$ cat src/rtl/instr_fetch_unit.sv
// Instruction fetch unit: issues in-order word fetches, buffers returned words in a
// small prefetch FIFO, and flushes/refetches on redirect while discarding stale responses.
module instr_fetch_unit #(
    parameter logic [31:0] RESET_PC = 32'h0000_0000,
    parameter int          DEPTH    = 4
) (
    input  logic        clk,
    input  logic        rst,
    output logic        mem_req_valid,
    output logic [31:0] mem_req_addr,
    input  logic        mem_req_ready,
    input  logic        mem_rsp_valid,
    input  logic [31:0] mem_rsp_data,
    output logic        ins_valid,
    output logic [31:0] ins_pc,
    output logic [31:0] ins_data,
    input  logic        ins_ready,
    input  logic        redirect_valid,
    input  logic [31:0] redirect_pc
);
    localparam int PW = $clog2(DEPTH);
    localparam int CW = PW + 1;

    typedef struct packed {
        logic [31:0] pc;
        logic [31:0] data;
    } entry_t;

    entry_t          mem_q [DEPTH];
    entry_t          mem_d [DEPTH];
    logic [PW-1:0]   rd_ptr_q, rd_ptr_d, wr_ptr_q, wr_ptr_d;
    logic [CW-1:0]   count_q, count_d;
    logic [CW-1:0]   outstanding_q, outstanding_d;
    logic [CW-1:0]   drop_cnt_q, drop_cnt_d;
    logic [31:0]     fetch_pc_q, fetch_pc_d;
    logic [31:0]     rsp_pc_q, rsp_pc_d;

    logic [CW:0]     inflight;
    logic [31:0]     target_pc;
    logic            req_fire, rsp_fire, push, pop;

    // Credits cover both buffered and in-flight words, so the FIFO cannot overflow.
    assign inflight      = (CW+1)'(count_q) + (CW+1)'(outstanding_q);
    assign mem_req_valid = !rst && !redirect_valid && (inflight < (CW+1)'(DEPTH));
    assign mem_req_addr  = fetch_pc_q;

    assign ins_valid = (count_q != '0);
    assign ins_pc    = ins_valid ? mem_q[rd_ptr_q].pc   : 32'h0;
    assign ins_data  = ins_valid ? mem_q[rd_ptr_q].data : 32'h0;

    assign target_pc = redirect_pc & ~32'h3;
    assign req_fire  = mem_req_valid && mem_req_ready;
    assign rsp_fire  = mem_rsp_valid && (outstanding_q != '0);
    assign pop       = ins_valid && ins_ready;
    assign push      = rsp_fire && !redirect_valid && (drop_cnt_q == '0);

    always_comb begin
        mem_d         = mem_q;
        rd_ptr_d      = rd_ptr_q;
        wr_ptr_d      = wr_ptr_q;
        count_d       = count_q;
        outstanding_d = outstanding_q + CW'(req_fire) - CW'(rsp_fire);
        drop_cnt_d    = drop_cnt_q;
        fetch_pc_d    = fetch_pc_q;
        rsp_pc_d      = rsp_pc_q;

        if (redirect_valid) begin
            // Everything still in flight belongs to the old path and must be skipped.
            rd_ptr_d   = wr_ptr_q;
            count_d    = '0;
            drop_cnt_d = outstanding_d;
            fetch_pc_d = target_pc;
            rsp_pc_d   = target_pc;
        end else begin
            if (req_fire)
                fetch_pc_d = fetch_pc_q + 32'd4;
            if (rsp_fire && (drop_cnt_q != '0))
                drop_cnt_d = drop_cnt_q - CW'(1);
            if (push) begin
                mem_d[wr_ptr_q] = '{pc: rsp_pc_q, data: mem_rsp_data};
                wr_ptr_d        = wr_ptr_q + PW'(1);
                rsp_pc_d        = rsp_pc_q + 32'd4;
            end
            if (pop)
                rd_ptr_d = rd_ptr_q + PW'(1);
            count_d = count_q + CW'(push) - CW'(pop);
        end
    end

    always_ff @(posedge clk or posedge rst) begin
        if (rst) begin
            for (int i = 0; i < DEPTH; i++)
                mem_q[i] <= '0;
            rd_ptr_q      <= '0;
            wr_ptr_q      <= '0;
            count_q       <= '0;
            outstanding_q <= '0;
            drop_cnt_q    <= '0;
            fetch_pc_q    <= RESET_PC;
            rsp_pc_q      <= RESET_PC;
        end else begin
            mem_q         <= mem_d;
            rd_ptr_q      <= rd_ptr_d;
            wr_ptr_q      <= wr_ptr_d;
            count_q       <= count_d;
            outstanding_q <= outstanding_d;
            drop_cnt_q    <= drop_cnt_d;
            fetch_pc_q    <= fetch_pc_d;
            rsp_pc_q      <= rsp_pc_d;
        end
    end
endmodule

$ cat config.mk
export PLATFORM = sky130hd
export DESIGN_NAME = instr_fetch_unit
export DESIGN_NICKNAME = d
export VERILOG_FILES = /design/src/rtl/instr_fetch_unit.sv
export SDC_FILE = /design/constraint.sdc
export NUM_CORES = 1
export LEC_CHECK = 0
export CAP_MARGIN = 20
export CORE_MARGIN = 2
export CORE_UTILIZATION = 56
export DETAILED_ROUTE_END_ITERATION = 7
export DONT_BUFFER_PORTS = 1
export PLACE_DENSITY = 0.75
export SLEW_MARGIN = 40
export SYNTH_ARGS = -nofsm -noshare
export SYNTH_HDL_FRONTEND = slang
export SYNTH_SLANG_ARGS = --single-unit
$ cat constraint.sdc
create_clock -name clk -period 13.5 [get_ports clk]
set_clock_uncertainty 0.15 [all_clocks]
set_input_delay 3.375 -clock clk [delete_from_list [all_inputs] [get_ports clk]]
set_output_delay 3.375 -clock clk [all_outputs]
set_load 0.01 [all_outputs]
==> impl_results.md <==
- Outcome: complete, no violations
- Final Max Slew Viols: 0
- Area growth syn-to-layout: 9.81%
- Stages on worst setup path: 3
- Root buffer selected by CTS: sky130_fd_sc_hd__clkbuf_16
- Remaining global-route overflow: 0
- Max Clk Rate: 130 MHz
- Die H: 169 um
- First-pass GRT wire length: 52600 um
- Worst IR Drop VDD: 0.103 mV
- Sequential cell area fraction in the yosys report: 0.526
- DRC violation count after routing: 0
- Summed area of non-filler cells in the final layout: 16800 um^2
- Required time at the worst-slack endpoint: 9.97 ns
- All-Layer GR Usage: 0.231
- Setup-failing EPs final: 0
- Number of hold violations in the final report: 0
- Maximum clock insertion buffer count: 3
- Worst slew pin tran: 0.756 ns
- Combinational fraction of design power: 0.291
- Cell-internal power: 2530 uW
- Setup repair after global routing missed its margin: false
- Combined area of all synthesized cells: 15300 um^2
- I/O pin count: 168
- Kind of critical path: primary input to output pin
- Number of buffers inserted by post-CTS setup repair: 0
- Biggest cell delay along the critical path: 0.44 ns
- Met2 usage in global routing: 0.362
- Headroom to the max-slew limit: 0.492
- Count of nets after finishing: 1232
- Pin count of the biggest net entering global routing: 76
- Clock-pin slew of the registers on the worst-case setup and hold paths: 0.06 ns
- Peak fanout along the critical path: 64
- Ys async rst share: 1.00
- Pre-antenna DRT Iters: 5
- Commonest non-fill, non-tap cells in the layout: sky130_fd_sc_hd__dfrtp_1, sky130_fd_sc_hd__mux2_2, sky130_fd_sc_hd__nand2_1
- Critical path endpoint: mem_req_valid
- Port Buffers: 0
- Source-to-sink clock delay at the later pin of the worst-skew pair: 0.51 ns
- Floorplan core area: 26900 um^2
- Antenna violations before repair: 0
- Hold-fix buffer count after cts: 0
- Detail-routed via count per cell: 6.27
- Relative contribution of sequential cells to total power: 0.432
- Max cap viols: 0
- Clock network power share: 0.277
- Starting utilization of the core area: 0.569
- Total power of the final layout: 3610 uW
- Placement row count: 60
- Power density relative to cell area: 215 nW/um^2
- Global routing usage on met3: 0.0515
- Count of antenna-violating nets left after detailed routing: 0
- Crit path from: rst
- Clock tree sinks: 321
- Ratio of final minimum period to clock period: 0.571
- Drt wl/cell: 21.2 um
- Share of post-route cells with drive strength above 1: 0.336
- Mapped Avg Cell Area: 12.9 um^2
- Switching share of total power: 0.300
- Setup TNS: 0 ns
- Setup slack, reg-to-reg: 9.99 ns
- Kind of cell with the highest combined delay on the critical path: buffers and inverters
- Flip-flop cell with the highest count after synthesis: sky130_fd_sc_hd__dfrtp_1
- Number of enable flip-flop cells after synthesis: 0
- Net Switching: 1080 uW
- Arrival time worst endpoint: 4.19 ns
- Most frequent standard cell in the layout excluding fill and tap cells: sky130_fd_sc_hd__dfrtp_1
- Met1 capacity usage during global routing: 0.328
- Number of global-route vias before repair: 9835
- Time the final worst path needs with I/O delays and setup: 7.71 ns
- Cells along the critical path: clkinvlp_4, buf_6, and3_1
- Synth cell types: 48
- CTS resizes: 0
- Detailed-route wire length: 32100 um
- Static leakage power: 0.00748 uW
- Critical R2R Launch: count_q[1]$_DFF_PP0_
- RePlAce Congestion: 0.868
- Number of diodes: 0
- Flip-flop and latch count after synthesis: 321
- CTS tree: yes
- Cells on worst reg2reg path: 13
- Num CTS Buffers: 35
- Cell area after placement: 15500 um^2
- Die boundary width: 169 um
- Overall die area: 28600 um^2
- Critical-path cell with the highest stage delay: sky130_fd_sc_hd__buf_6
- Instance count of the mapped netlist: 1182
- Count of buffer and inverter cells on the critical path: 2
- Count of synthesis-stage warnings from yosys: 0
- Iteration-0 DRC Markers: 620
- Startpoint Class: primary input
- Filler Cell Count: 2068
- Most heavily used metal layer in global routing: met2
- Maximum level of the CTS H-tree: 2
- Post-detailed-placement half-perimeter wirelength: 19700 um
- Endpoint class of the critical path: output pin
- Worst r2r dst: drop_cnt_q[2]$_DFFE_PP0P_
- Classification of the worst-slack hold path: flip-flop to flip-flop
- Number of vias after detailed routing: 9489
==> layer usage <==
layer  share of wire  routed length [um]
met5               0                   0
met4           0.023                 736
met3           0.065                2100
met2            0.48               15300
met1            0.44               14000
==> through the flow <==
step / utilization / std cells / hold WS [ns] / setup WS (ns)
floorplan: - / 1185 / 0.295 / 1.24
global placement: 0.575 / 1449 / 0.307 / 5.55
detailed placement: 0.578 / 1450 / 0.317 / 5.55
CTS: 0.624 / 1514 / 0.330 / 5.55
global route: 0.624 / 1514 / 0.361 / 5.66
finish: 0.624 / 1514 / 0.330 / 5.79
==> worst min-delay path by stage <==
stage                                 startpoint                endpoint  slack, ns  depth (start not counted)
final                      mem_q[50]$_DFFE_PP0P_   mem_q[50]$_DFFE_PP0P_       0.33                          2
after global routing       mem_q[67]$_DFFE_PP0P_   mem_q[67]$_DFFE_PP0P_       0.36                          1
after CTS                 mem_q[105]$_DFFE_PP0P_  mem_q[105]$_DFFE_PP0P_       0.33                          2
after detailed placement  mem_q[105]$_DFFE_PP0P_  mem_q[105]$_DFFE_PP0P_       0.32                          2
after global placement     mem_q[41]$_DFFE_PP0P_   mem_q[41]$_DFFE_PP0P_       0.31                          2
after floorplan           mem_q[105]$_DFFE_PP0P_  mem_q[105]$_DFFE_PP0P_       0.29                          2
==> worst reg2reg max path: cells and delay by family, from the launching register on <==
kind                       cells  cell delay [ns]
AOI/OAI and AO/OA              1             0.07
DFF                            1             0.43
buffers and inverters          3             0.69
adders and majority gates      4             1.20
and+or+nand+nor                3             0.57
xor gates and xnor gates       2             0.33
==> power by group through the flow <==
| stage | logic [uW] | registers, uW | clock network [uW] |
|---|---|---|---|
| floorplan | 921 | 1460 | 0 |
| global placement | 1020 | 1550 | 0 |
| detailed placement | 1060 | 1570 | 0 |
| CTS | 1070 | 1560 | 1020 |
| global route | 1150 | 1610 | 1060 |
| finish | 1050 | 1560 | 1000 |
==> final cells by class <==
| cell class | count | area, um^2 | area share |
|---|---|---|---|
| clock buffers | 48 | 1050 | 0.0623 |
| clock inverters | 16 | 198 | 0.0118 |
| inverters | 21 | 83.8 | 0.00500 |
| multi-input cells | 758 | 6900 | 0.411 |
| flip-flops and latches | 321 | 8040 | 0.479 |
| well taps | 341 | 427 | 0.0254 |
| repair buffers | 9 | 90.1 | 0.00537 |
==> Yosys cell counts, types with 14 or more instances <==
| library cell | number | area share |
|---|---|---|
| sky130_fd_sc_hd__and2_1 | 67 | 0.027 |
| sky130_fd_sc_hd__buf_2 | 24 | 0.0079 |
| sky130_fd_sc_hd__clkbuf_1 | 46 | 0.011 |
| sky130_fd_sc_hd__dfrtp_1 | 321 | 0.53 |
| sky130_fd_sc_hd__ha_1 | 14 | 0.011 |
| sky130_fd_sc_hd__inv_1 | 18 | 0.0044 |
| sky130_fd_sc_hd__mux2_2 | 239 | 0.18 |
| sky130_fd_sc_hd__mux4_2 | 62 | 0.091 |
| sky130_fd_sc_hd__nand2_1 | 94 | 0.023 |
| sky130_fd_sc_hd__nand3_1 | 44 | 0.014 |
| sky130_fd_sc_hd__nand4_1 | 17 | 0.0070 |
| sky130_fd_sc_hd__nor2_1 | 25 | 0.0061 |
| sky130_fd_sc_hd__o211ai_1 | 26 | 0.013 |
| sky130_fd_sc_hd__o21ai_0 | 47 | 0.015 |
| sky130_fd_sc_hd__o311ai_0 | 14 | 0.0080 |
| sky130_fd_sc_hd__xnor2_1 | 17 | 0.0097 |
==> logic make-up after synthesis <==
family	after synthesis	share of synthesized area
flops	321	0.526
simple gates	310	0.106
fa+ha+maj	16	0.0141
compound gates	103	0.0436
mux	302	0.268
buf+inv	106	0.0296
other cells	1	0.000245
xor+xnor	23	0.0132
==> state kept, by name, indices dropped and copies added, names as in the netlist <==
register,cells
count_q,3
rsp_pc_q,30
mem_q,248
outstanding_q,3
drop_cnt_q,3
wr_ptr_q,2
rd_ptr_q,2
mem_req_addr,30
Power figures use the tool's default switching activity.
